## config.mk

```make
export PLATFORM = sky130hd
export DESIGN_NAME = mem_access_unit
export DESIGN_NICKNAME = d
export VERILOG_FILES = /design/src/rtl/mem_access_unit.sv
export SDC_FILE = /design/constraint.sdc
export NUM_CORES = 1
export LEC_CHECK = 0
export ABC_AREA = 1
export BUFFER_PORTS_ARGS = -buffer_cell sky130_fd_sc_hd__buf_2
export CORE_UTILIZATION = 47
export CTS_CLUSTER_SIZE = 10
export DETAILED_ROUTE_END_ITERATION = 8
export PLACE_DENSITY = 0.78
export SLEW_MARGIN = 10
export SYNTH_ARGS = -nofsm -noshare
export SYNTH_HDL_FRONTEND = slang
export SYNTH_SLANG_ARGS = --single-unit
```

## constraint.sdc

```tcl
create_clock -name clk -period 3.52 [get_ports clk]
set_clock_uncertainty 0.15 [all_clocks]
set_input_delay 0.704 -clock clk [delete_from_list [all_inputs] [get_ports clk]]
set_output_delay 0.704 -clock clk [all_outputs]
set_load 0.01 [all_outputs]
```

## src/rtl/mem_access_unit.sv

```systemverilog
// Memory access unit between EXE2MEM and a big-endian byte-addressed data memory.
// Define MEM_ALIGN_CHECK_EN to suppress misaligned halfword/word accesses and flag them on AlignFault.
module mem_access_unit #(
  parameter int unsigned MEM_BYTES = 1024
) (
  input  logic        clk,
  input  logic        Reset,
  input  logic        Valid,
  input  logic        MemRead,
  input  logic        MemWrite,
  input  logic [1:0]  Size,
  input  logic        Unsigned,
  input  logic [31:0] Address,
  input  logic [31:0] StoreData,
  input  logic [31:0] MemRdData,
  output logic [31:0] MemAddr,
  output logic        MemRdEn,
  output logic        MemWrEn,
  output logic [31:0] MemWrData,
  output logic [31:0] LoadData,
  output logic        LoadValid,
  output logic        Stall,
  output logic        AlignFault
);

  typedef enum logic {IDLE, RMW_WR} stateType;

  stateType    state;
  logic        isStore, isLoad, isWord, isHalf, inRange, misaligned, accessOk;
  logic [31:0] wordAddr, mergeWord, loadWord, mergeReg, capAddr;
  logic [7:0]  loadByte;
  logic [15:0] loadHalf;

  assign isStore  = Valid && MemWrite;
  assign isLoad   = Valid && MemRead && !MemWrite;
  assign isWord   = Size[1];
  assign isHalf   = (Size == 2'b01);
  assign inRange  = (Address < 32'(MEM_BYTES));
  assign wordAddr = {Address[31:2], 2'b00};

`ifdef MEM_ALIGN_CHECK_EN
  assign misaligned = (isLoad || isStore) &&
                      ((isHalf && Address[0]) || (isWord && (Address[1:0] != 2'b00)));
`else
  assign misaligned = 1'b0;
`endif

  assign accessOk = inRange && !misaligned;

  // Big-endian lane selection: offset 0 is the most significant byte.
  always_comb begin
    loadByte = MemRdData[7:0];
    case (Address[1:0])
      2'd0: loadByte = MemRdData[31:24];
      2'd1: loadByte = MemRdData[23:16];
      2'd2: loadByte = MemRdData[15:8];
      default: loadByte = MemRdData[7:0];
    endcase
    loadHalf = Address[1] ? MemRdData[15:0] : MemRdData[31:16];
    if (isWord)
      loadWord = MemRdData;
    else if (isHalf)
      loadWord = Unsigned ? {16'h0, loadHalf} : {{16{loadHalf[15]}}, loadHalf};
    else
      loadWord = Unsigned ? {24'h0, loadByte} : {{24{loadByte[7]}}, loadByte};
  end

  always_comb begin
    mergeWord = MemRdData;
    if (isHalf) begin
      if (Address[1]) mergeWord[15:0]  = StoreData[15:0];
      else            mergeWord[31:16] = StoreData[15:0];
    end else begin
      case (Address[1:0])
        2'd0: mergeWord[31:24] = StoreData[7:0];
        2'd1: mergeWord[23:16] = StoreData[7:0];
        2'd2: mergeWord[15:8]  = StoreData[7:0];
        default: mergeWord[7:0] = StoreData[7:0];
      endcase
    end
  end

  // Enables are gated by Reset so nothing reaches memory while reset is held.
  assign MemAddr   = (state == RMW_WR) ? capAddr : wordAddr;
  assign MemWrData = (state == RMW_WR) ? mergeReg : StoreData;
  assign MemRdEn   = !Reset && (state == IDLE) && accessOk &&
                     (isLoad || (isStore && !isWord));
  assign MemWrEn   = !Reset && ((state == RMW_WR) ||
                     ((state == IDLE) && isStore && isWord && accessOk));
  assign Stall     = !Reset && (state == IDLE) && isStore && !isWord && accessOk;

  always_ff @(posedge clk or posedge Reset) begin
    if (Reset) begin
      state     <= IDLE;
      LoadData  <= '0;
      LoadValid <= 1'b0;
      mergeReg  <= '0;
      capAddr   <= '0;
    end else begin
      case (state)
        IDLE: begin
          LoadValid <= isLoad;
          if (isLoad)
            LoadData <= accessOk ? loadWord : '0;
          if (isStore && !isWord && accessOk) begin
            mergeReg <= mergeWord;
            capAddr  <= wordAddr;
            state    <= RMW_WR;
          end
        end
        RMW_WR: begin
          LoadValid <= 1'b0;
          state     <= IDLE;
        end
        default: state <= IDLE;
      endcase
    end
  end

`ifdef MEM_ALIGN_CHECK_EN
  always_ff @(posedge clk or posedge Reset) begin
    if (Reset)
      AlignFault <= 1'b0;
    else
      AlignFault <= (state == IDLE) && misaligned;
  end
`else
  assign AlignFault = 1'b0;
`endif

endmodule

```

# [Yosys cells after proc, flatten, opt, wreduce, memory -nomap -nowiden]
# Cells that the tools add are included.
[classes] n_shift=0 n_mux=19 bitwise=1 reduce_logical=24 div=0 n_lt_le_gt_ge=1 eq_ne=3 multipliers=0 addsub=0
[op_table] cell="32-bit two-way mux" n=8
[op_table] cell="16-bit two-way mux" n=3
[op_table] cell="32-bit by 11-bit less-than comparator with 1-bit output, second input constant" n=1
[op_table] cell="8-bit two-way mux" n=4
[op_table] cell="8-bit one-hot mux with 3 select lines" n=1
[op_table] cell="1-bit logical AND" n=15
[op_table] cell="2-bit by 1-bit equality test with 1-bit output, second input constant" n=2
[op_table] cell="1-bit one-hot mux with 2 select lines" n=2
[op_table] cell="2-bit AND reduction" n=2
[op_table] cell="1-bit zero test" n=3
[op_table] cell="3-bit OR reduction" n=1
[op_table] cell="2-bit equality test, second input constant" n=1
[op_table] cell="2-bit zero test" n=1
[op_table] cell="1-bit logical OR" n=2
[op_table] cell="1-bit two-way mux" n=1
[op_table] cell="1-bit NOT" n=1
[word_totals] romBits=0 n_memories=0 ram_bits=0 elab_cells=53 register_bits=96 latch_bits=0 in_bits=104

# [Logic depth before layout (Yosys ltp)]
# Gate-level depths: netlist of the first run.
[depth] word_depth=6 mapped_depth=12

# [Worst setup path before layout of the first run]
# Ideal clock, no wire load.
[synth_timing] kind="in2out" startpoint="input Address[22]" endpoint="output Stall" t_required_ns=2.666 path_buffers=1 stages=7 arrival_time_ns=1.714 slack_ns=0.952 cell_sequence="nor2_1 nand3_1 nor2_2 and3_1 nand2_2 buf_2 nor2_1"
[synth_via] elab_chain_len=2
[synth_rtl] element="start, declared" line="13" source="input logic [31:0] Address,"
[synth_rtl] element="32-bit by 11-bit less-than comparator with 1-bit output" line="38" source="assign inRange = (Address < 32'(MEM_BYTES));"
[synth_rtl] element="1-bit logical AND" line="90" source="assign Stall = !Reset && (state == IDLE) && isStore && !isWord && accessOk;"
[synth_rtl] element="end, declared" line="22" source="output logic Stall,"
# No other way between the ends.

# [Worst setup path after layout of the first run]
[layout_timing] startpoint="input Address[30]" endpoint="output MemRdEn"
[layout_via] elab_chain_len=3
[layout_rtl] element="32-bit by 11-bit less-than comparator with 1-bit output" line="38"
[layout_rtl] element="1-bit logical AND (2 in a row)" line="86" source="assign MemRdEn = !Reset && (state == IDLE) && accessOk &&"
[layout_rtl] element="end, declared" line="17" source="output logic MemRdEn,"
# No other way between the ends.

==> impl_metrics.yaml, run 1 <==
logic_synthesis:
  yosysTopAreaCellShare: 0.390
  synth_top_area_cell: "dfrtp_1"
  synth.mux.area_fraction: 0
  synth_compound_area_frac: 0.129
  synth_xor_area_frac: 0
  synth.avg_cell_area_um2: 6.42
  ys_seq_area_frac: 0.390
  synthAdderAreaFrac: 0
  netlist_area_um2: 6160
  netlist_instances: 960
  synthSimpleGateAreaFrac: 0.380
  synth_top_family_by_area: "simple AND/OR/NAND/NOR gates"
  yosysWarnings: 0
  synth-seq-cells: 96
  yosysUniqueCellTypes: 27
  ys_top_cells_by_area: "dfrtp_1, nand2_1, nor2_1"
pwr:
  p_leak_nw: 4.37
  irDropWorstVdd_uv: 205
  power_density_nw_per_um2: 335
  finalPower_mw: 2.49
detailed_routing:
  via_per_inst: 5.21
  wl_per_cell_um: 14.8
  wl_um: 19300
  drt_iter0_drc: 655
  num_vias: 6768
  first_pass_iters: 5
  drtAntennaViolNets: 0
  drc: 0
setup_path:
  worst_setup_path_end_kind: "output pin"
  required_ns: 2.67
  max_stage_delay_ns: 0.23
  crit_fanout: 3
  crit_slowest_cell: "and3_1"
  setup.worst_path.class: "in2out"
  path_cells: "buf_2 -> nor2_1 -> nand3_1 -> nor2_2 -> and3_1 -> o21ai_0 -> nor2_1 -> buf_2"
  startpoint_type: "input port"
  arrival_ns: 1.85
timing:
  fin_crit_ns: 2.71
  finalCritPeriodShare: 0.769
  max_freq_mhz: 370
  grt_setup_unrepaired: "false"
  finalHoldViolCount: 0
  drv_slew: 0
  relSlewSlack: 0.351
  setup_viol: 0
  finalSetupTns_ns: 0
  tightest_slew_ns: 0.972
finish:
  diodes: 0
  drive_above_1_share: 0.221
  syn_to_final_growth_pct: 21.1
  fin_nets: 1227
cts:
  tritoncts: "done"
  cts.htree.levels: 3
  cts_made_buffers: 9
  cts_root_buffer: "clkbuf_16"
  clock-sinks: 96
  cts_setup_buffers: 0
  cts_buffer_depth: 2
  ctsHoldBuffers: 0
  clk_latency_ns: 0.34
  clkTransAtPathRegs_ns: 0.07
  cts_resized: 0
die:
  initial_core_util: 0.484
  die_w_um: 116
  coreArea_um2: 12700
  die_area_um2: 13600
  fp.dieH_um: 116
  io-pin-count: 205
  rows: 41
global_routing:
  grt_overflow: 0
  grt_first_pass_wirelength_um: 29500
  grt.total_usage: 0.287
  grt_pass1_vias: 5792
  grt_max_degree: 53
  antenna_found_initial: 1
placement:
  port_buffers: 201
  place.gp.congestion: 0.951
  dpl.hpwl_um: 14300
run:
  drv_cap: 0
run_status:
  outcome: "finished, final reports clean"
worst_hold_path:
  hold_class: "reg2reg"
==> path summary, 6_finish.rpt <==
path	startpoint	to	slack (ns)	cells after the start
max reg2reg	state$_DFF_PP0_	LoadData[13]$_DFFE_PP0P_	1.31	7
min reg2reg	mergeReg[29]$_DFFE_PP0P_	mergeReg[29]$_DFFE_PP0P_	0.32	2
max in group asynchronous	Reset	LoadData[7]$_DFFE_PP0P_	2.23	3
min	mergeReg[29]$_DFFE_PP0P_	mergeReg[29]$_DFFE_PP0P_	0.32	2
max	Address[30]	MemRdEn	0.81	8
min in group asynchronous	Reset	capAddr[19]$_DFFE_PP0P_	0.33	2
==> layout by cell type (no fill, tap or decap) <==
| master | n |
|---|---|
| clkinv_2 | 1 |
| nand2_1 | 356 |
| conb_1 | 3 |
| a22oi_1 | 7 |
| nor3_1 | 16 |
| buf_2 | 201 |
| o21ai_0 | 86 |
| a21oi_1 | 49 |
| dfrtp_2 | 1 |
| nand2_2 | 4 |
| o211ai_1 | 2 |
| nand4_4 | 1 |
| clkinvlp_4 | 3 |
| and3_1 | 1 |
| nor2_2 | 4 |
| inv_1 | 66 |
| clkbuf_8 | 3 |
| inv_6 | 1 |
| clkbuf_16 | 9 |
| nor3_4 | 2 |
| buf_4 | 12 |
| dfrtp_1 | 95 |
| inv_4 | 1 |
| inv_2 | 4 |
| o22ai_1 | 8 |
| nand3_1 | 68 |
| nor2_1 | 118 |
| nand2_4 | 1 |
| buf_12 | 1 |
| nand4_1 | 4 |
==> critical path: cells and delay by family <==
family,cells,cell delay (ns)
AO/OA/AOI/OAI,1,0.12
buffers and inverters,2,0.24
AND/OR/NAND/NOR,5,0.77
==> cell families (layout without fill, tap and decap cells) <==
group                  after synthesis  count (layout)
and+or+nand+nor                    575             575
AOI/OAI and AO/OA                  152             152
other                                1               3
buffers and inverters              136             302
DFF                                 96              96
==> layout make-up <==
class / instances / area, µm²
sequential: 96 / 2400
clock inverter: 4 / 27.5
multi-input combinational: 730 / 3150
tap: 172 / 215
clock buffer: 12 / 267
fill: 1277 / 5270
timing repair buffer: 214 / 1120
inverter: 72 / 278
==> power by group <==
group | switching (mW) | internal, mW
clock | 0.430 | 0.536
combinational | 0.282 | 0.143
sequential | 0.000140 | 1.10
==> cell usage after synthesis (all sizes together) <==
cell type and instances:
nand2 361, inv 72, conb 1, clkbuf 29, o22ai 8, o21ai 86
nor3 18, dfrtp 96, buf 35, a21oi 49, nor2 122, nand3 68
and3 1, nand4 5, a22oi 7, o211ai 2
==> routing by layer <==
metal / track usage / vias to the layer above / share of wire
met5: 0 / - / 0
met4: 0.0923 / 0 / 0.027
met3: 0.0680 / 42 / 0.10
met2: 0.464 / 353 / 0.45
met1: 0.379 / 3020 / 0.42
li1: - / 3353 / -
==> stage by stage <==
stage	hold WS, ns	area [µm²]	util	setup slack (ns)	cells
final	0.321	7460	0.586	0.815	1300
after global routing	0.340	7460	0.586	0.655	1300
after CTS	0.325	7460	0.586	0.808	1300
after detailed placement	0.308	7160	0.563	0.796	1284
after global placement	0.303	7160	0.563	0.831	1284
after floorplan	0.292	6170	-	0.161	962
==> registers in the layout, summed over array words and instances, names as in the netlist <==
| signal | count |
|---|---|
| LoadData | 32 |
| LoadValid | 1 |
| capAddr | 30 |
| mergeReg | 32 |
| state | 1 |
(Power assumes the default switching activity.)
==> run 2: changes to the inputs <==
--- a/config.mk
+++ b/config.mk
@@ -5,12 +5,12 @@
 export SDC_FILE = /design/constraint.sdc
 export NUM_CORES = 1
 export LEC_CHECK = 0
-export ABC_AREA = 1
+export ABC_AREA = 0
 export BUFFER_PORTS_ARGS = -buffer_cell sky130_fd_sc_hd__buf_2
-export CORE_UTILIZATION = 47
+export CORE_UTILIZATION = 51
 export CTS_CLUSTER_SIZE = 10
 export DETAILED_ROUTE_END_ITERATION = 8
-export PLACE_DENSITY = 0.78
+export PLACE_DENSITY = 0.82
 export SLEW_MARGIN = 10
 export SYNTH_ARGS = -nofsm -noshare
 export SYNTH_HDL_FRONTEND = slang
==> constraint.sdc (replaced) <==
create_clock -name clk -period 2.65 [get_ports clk]
set_clock_uncertainty 0.15 [all_clocks]
set_input_delay 0.53 -clock clk [delete_from_list [all_inputs] [get_ports clk]]
set_output_delay 0.53 -clock clk [all_outputs]
set_load 0.01 [all_outputs]
==> run 2 against run 1 <==
Compared with the run above:
- die area shrank 14%
- critical path depth shrank 2
- the run now ends with negative setup slack left
- critical endpoint unchanged
- core utilization increased by 7.6 points
- clock power down 10%
- register-to-register slack got worse by 0.77 ns
- cell count decreased by 35%
==> impl_metrics.yaml, run 2 <==
finish:
  fin_area_um2: 7200
  layout_common_cells: "buf_2, dfrtp_1, mux2_2"
  final_common_cell: "buf_2"
  instances_no_fill: 847
  fin_nets: 808
  fillers: 812
  diodes: 0
  syn_to_final_growth_pct: 25.9
  reg_top3: "LoadData x32, mergeReg x32, capAddr x30"
  drive_above_1_share: 0.557
  postLayoutCoreUtil: 0.662
pwr:
  seq_power_share: 0.508
  power_density_nw_per_um2: 400
  combinationalPowerShare: 0.191
  sw_frac_of_total: 0.271
  p_int_mw: 2.10
  p_sw_mw: 0.780
  pwr-share-clk: 0.301
  finalPower_mw: 2.88
  p_leak_nw: 3.68
  irDropWorstVdd_uv: 210
logic_synthesis:
  ys_top_cells_by_area: "dfrtp_1, mux2_2, mux2_4"
  netlist_area_um2: 5720
  synth-edff-count: 0
  ys_seq_area_frac: 0.420
  yosysTopAreaCellShare: 0.420
  async_flop_share: 1.00
  netlist_instances: 502
  yosysUniqueCellTypes: 46
  synth-main-ff-cell: "dfrtp_1"
  yosysMostFrequentCell: "dfrtp_1"
  synth-seq-cells: 96
  yosysWarnings: 0
  synth.avg_cell_area_um2: 11.4
  synth_top_area_cell: "dfrtp_1"
  synth_top_cells_by_count: "dfrtp_1, mux2_2, nand2_1"
placement:
  placed_cells: 828
  dp_slack_ns: -0.155
  place.gp.congestion: 0.896
  port_buffers: 201
  placedInstanceArea_um2: 6970
  dpl.hpwl_um: 12400
global_routing:
  grt_max_degree: 63
  grt_overflow: 0
  grt_pass1_vias: 4755
  grt_first_pass_wirelength_um: 24800
  antenna_found_initial: 0
  grt.total_usage: 0.282
setup_path:
  cp_num_buf_inv: 2
  crit_fanout: 3
  startpoint_type: "input port"
  worst_setup_path_end_kind: "output pin"
  setup.worst_path.class: "in2out"
  crit_family: "simple AND/OR/NAND/NOR gates"
  r2r-start: "state$_DFF_PP0_"
  timing.critical_path.mode_cell: "buf_6"
  path_cells: "buf_6 -> or4_4 -> nor4_4 -> nand4_1 -> a21oi_4 -> buf_6"
  required_ns: 1.97
  crit_slowest_cell: "or4_4"
  critical_path.startpoint: "Address[18]"
  max_stage_delay_ns: 0.53
  arrival_ns: 2.06
timing:
  tightest_slew_ns: 0.695
  finalSetupTns_ns: -0.175
  hold-worst-slack_ns: 0.0722
  relSlewSlack: 0.537
  finalHoldViolCount: 0
  max_freq_mhz: 365
  fin_crit_ns: 2.74
  finalCritPeriodShare: 1.03
  grt_setup_unrepaired: "true"
  drv_slew: 0
  fin_ws_ns: -0.0882
  setup_viol: 3
detailed_routing:
  drt_iter0_drc: 322
  num_vias: 4861
  via_per_inst: 5.74
  drc: 0
  drtAntennaViolNets: 0
  wl_per_cell_um: 19.0
  first_pass_iters: 6
  wl_um: 16100
die:
  fp.dieH_um: 108
  rows: 38
  coreArea_um2: 10900
  die_area_um2: 11600
  io-pin-count: 205
  initial_core_util: 0.526
  die_w_um: 108
cts:
  cts_made_buffers: 9
  tritoncts: "done"
  cts_buffer_depth: 2
  ctsHoldBuffers: 0
  cts.htree.levels: 3
  clk_latency_ns: 0.37
  cts_root_buffer: "clkbuf_8"
  clock-sinks: 96
  clkTransAtPathRegs_ns: 0.09
run_status:
  outcome: "finished with violations"
  violations: "negative setup slack"
worst_hold_path:
  hold_class: "in2async"
run:
  drv_cap: 0
-- run 2: cell count changes after synthesis, moves of 43 or more --
cell / change
inv_1: -54
nand2_1: -314
o21ai_0: -68
mux2_2: +86
nor2_1: -112
a21oi_1: -43
nand3_1: -67
-- run 2: area by class of cell --
class	instances	area (µm²)	area share
Clock inverter	1	5.00	0.000695
Tap cell	140	175	0.0243
Sequential cell	96	2400	0.334
Inverter	13	52.6	0.00729
Timing Repair Buffer	229	1280	0.178
Clock buffer	13	159	0.0221
Multi-Input combinational cell	355	3120	0.434
-- run 2: final timing paths --
check,to,slack [ns],depth (start not counted)
worst max-delay path,MemRdEn,-0.09,6
worst max register to register,LoadData[25]$_DFFE_PP0P_,0.54,4
max in group asynchronous,mergeReg[21]$_DFFE_PP0P_,1.60,3
worst min register to register,LoadData[18]$_DFFE_PP0P_,0.33,2
min in group clk,capAddr[9]$_DFFE_PP0P_,0.25,2
worst min-delay path,capAddr[17]$_DFFE_PP0P_,0.07,2
-- run 2: power groups by stage --
stage	combinational (mW)	clock [mW]	sequential [mW]
floorplan	0.297	0	1.49
global placement	0.523	0	1.49
detailed placement	0.539	0	1.49
CTS	0.546	0.880	1.46
global route	0.591	0.936	1.46
finish	0.549	0.868	1.46
-- run 2: metal layers --
layer  GRT usage  vias up  wire length [µm]
li1            -     2222                 -
met1       0.345     2372              6370
met2       0.493      227              8170
met3      0.0573       40              1200
met4       0.101        0               397
met5           0        -                 0
-- run 2: logic make-up (layout without fill, tap and decap cells) --
| family | count (synthesis) | in the layout | share of synthesized area |
|---|---|---|---|
| buffers and inverters | 53 | 256 | 0.0426 |
| multiplexers | 134 | 134 | 0.294 |
| other | 1 | 3 | 0.000655 |
| flip-flops | 96 | 96 | 0.420 |
| AO/OA/AOI/OAI | 96 | 96 | 0.116 |
| AND/OR/NAND/NOR | 122 | 122 | 0.127 |
-- run 2: repair_timing --
item / CTS / global route
endpoints found under the setup margin: 3 / 3
gates resized for setup: 6 / 1
pin swaps: 8 / 5
buffers inserted: 3 / 2
==> run 3: changes to the inputs <==
--- a/config.mk
+++ b/config.mk
@@ -7,10 +7,12 @@
 export LEC_CHECK = 0
 export ABC_AREA = 0
 export BUFFER_PORTS_ARGS = -buffer_cell sky130_fd_sc_hd__buf_2
-export CORE_UTILIZATION = 51
+export CELL_PAD_IN_SITES_DETAIL_PLACEMENT = 1
+export CELL_PAD_IN_SITES_GLOBAL_PLACEMENT = 2
+export CORE_UTILIZATION = 31
 export CTS_CLUSTER_SIZE = 10
 export DETAILED_ROUTE_END_ITERATION = 8
-export PLACE_DENSITY = 0.82
+export PLACE_DENSITY_LB_ADDON = 0.1
 export SLEW_MARGIN = 10
 export SYNTH_ARGS = -nofsm -noshare
 export SYNTH_HDL_FRONTEND = slang
==> run 3 against run 2 <==
Compared with the run above:
- the run now ends clean
- clock power up 45%
- critical path depth unchanged
- largest cell class unchanged
- power up 14%
- core utilization down 25 points
- clock-buffer cell count down 1
- largest power group unchanged
- die area up 63%
- first-iteration DRC count down 39%
- setup slack better by 0.093 ns
- global-route usage down 8.3 points
- critical path type unchanged
==> impl_metrics.yaml, run 3 (same netlist as run 2, synthesis figures left out) <==
run_status:
  outcome: "finished, final reports clean"
cts:
  cts.htree.levels: 3
  clk_latency_ns: 0.35
  cts_made_buffers: 9
  cts_root_buffer: "clkbuf_16"
  tritoncts: "done"
  clkTransAtPathRegs_ns: 0.07
  cts_buffer_depth: 2
  clock-sinks: 96
finish:
  layout_common_cells: "buf_2, dfrtp_1, mux2_2"
  final_common_cell: "buf_2"
  drive_above_1_share: 0.559
  postLayoutCoreUtil: 0.411
  syn_to_final_growth_pct: 29.6
  regArea_um2: 2400
  fin_nets: 808
  reg_top3: "LoadData x32, mergeReg x32, capAddr x30"
  multi_input_area_um2: 3140
  fillers: 2070
pwr:
  p_leak_nw: 3.71
  finalPower_mw: 3.28
  power_density_nw_per_um2: 442
  irDropWorstVdd_uv: 296
timing:
  finalCritPeriodShare: 0.998
  max_freq_mhz: 378
  tightest_slew_ns: 0.799
  finalSetupTns_ns: 0
  hold-worst-slack_ns: 0.251
  fin_crit_ns: 2.65
  setup_viol: 0
  finalHoldViolCount: 0
  fin_ws_ns: 0.00500
  grt_setup_unrepaired: "true"
  relSlewSlack: 0.467
  drv_slew: 0
detailed_routing:
  wl_per_cell_um: 19.7
  drt_iter0_drc: 197
  num_vias: 4720
  wl_um: 18500
  first_pass_iters: 4
  drc: 0
  drtAntennaViolNets: 0
  via_per_inst: 5.02
setup_path:
  arrival_ns: 1.97
  setup.worst_path.class: "in2out"
  startpoint_type: "input port"
  crit_fanout: 3
  required_ns: 1.97
  worst_setup_path_end_kind: "output pin"
placement:
  dp_slack_ns: -0.161
  port_buffers: 201
  dpl.hpwl_um: 14200
  place.gp.congestion: 0.769
global_routing:
  grt_use_met3: 0.0461
  grt_pass1_vias: 5043
  grt_util_met2: 0.345
  met1_usage: 0.245
  grt_max_degree: 54
  antenna_found_initial: 3
  gr-max-usage-layer: "met2"
  grt_first_pass_wirelength_um: 28000
  grt.total_usage: 0.200
  grt_overflow: 0
die:
  initial_core_util: 0.318
  fp.dieH_um: 138
  die_area_um2: 19000
  io-pin-count: 205
  die_w_um: 138
  coreArea_um2: 18000
  rows: 49
worst_hold_path:
  hold_class: "in2async"
run:
  drv_cap: 0
-- run 3: cell count changes in the layout (fill, tap and decap cells not counted), moves of 2 or more --
cell and delta:
clkbuf_16 +9, clkbuf_8 -10, buf_4 +2, clkinv_4 +2, buf_12 -2, diode_2 +3
-- run 3: power breakdown --
part,internal (mW),switching (mW)
logic,0.249,0.300
registers,1.46,0.000161
clock network,0.666,0.599
-- run 3: per-layer routing --
metal  wire length (µm)  vias to the layer above  part of all wire
met5                  8                        -           0.00043
met2               9320                      140              0.50
met3               1090                       15             0.059
met1               7870                     2326              0.43
li1                   -                     2237                 -
met4                223                        2             0.012
-- run 3: critical path, cell delays in order --
cell and delay (ns):
buf_2 0.10, or4_4 0.57, nor4b_4 0.38, a31oi_4 0.12
nor2_1 0.12, buf_2 0.14
-- run 3: stage by stage --
stage	cell area, µm²	std cells
4_1_cts	7380	937
2_1_floorplan	5760	504
3_3_place_gp	7070	919
5_1_grt	7410	939
3_5_place_dp	7070	919
6_report	7420	941
-- run 3: repair_timing --
action,4_1_cts,5_1_grt
hold buffers,0,0
endpoints found under the hold margin,0,0
setup endpoints to repair,3,3
resized for setup,4,3
setup buffers,2,1
pin swaps,5,3
-- run 3: cell type report --
| type | instances | area share |
|---|---|---|
| antenna | 3 | 0.00101 |
| clock buffer | 12 | 0.0332 |
| clock inverter | 4 | 0.00405 |
| inverter | 13 | 0.00709 |
| multi-input combinational | 355 | 0.423 |
| sequential | 96 | 0.324 |
| tap | 229 | 0.0386 |
| timing repair buffer | 229 | 0.169 |
-- run 3: final timing paths --
check	depth (start not counted)	slack [ns]	startpoint	endpoint
max reg2reg	4	0.38	state$_DFF_PP0_	LoadData[29]$_DFFE_PP0P_
min reg2reg	2	0.32	LoadData[18]$_DFFE_PP0P_	LoadData[18]$_DFFE_PP0P_
max in group asynchronous	3	1.55	Reset	LoadData[16]$_DFFE_PP0P_
min in group clk	2	0.26	Address[3]	capAddr[3]$_DFFE_PP0P_
max	6	0.005	Address[10]	MemWrEn
min	3	0.25	Reset	capAddr[22]$_DFFE_PP0P_
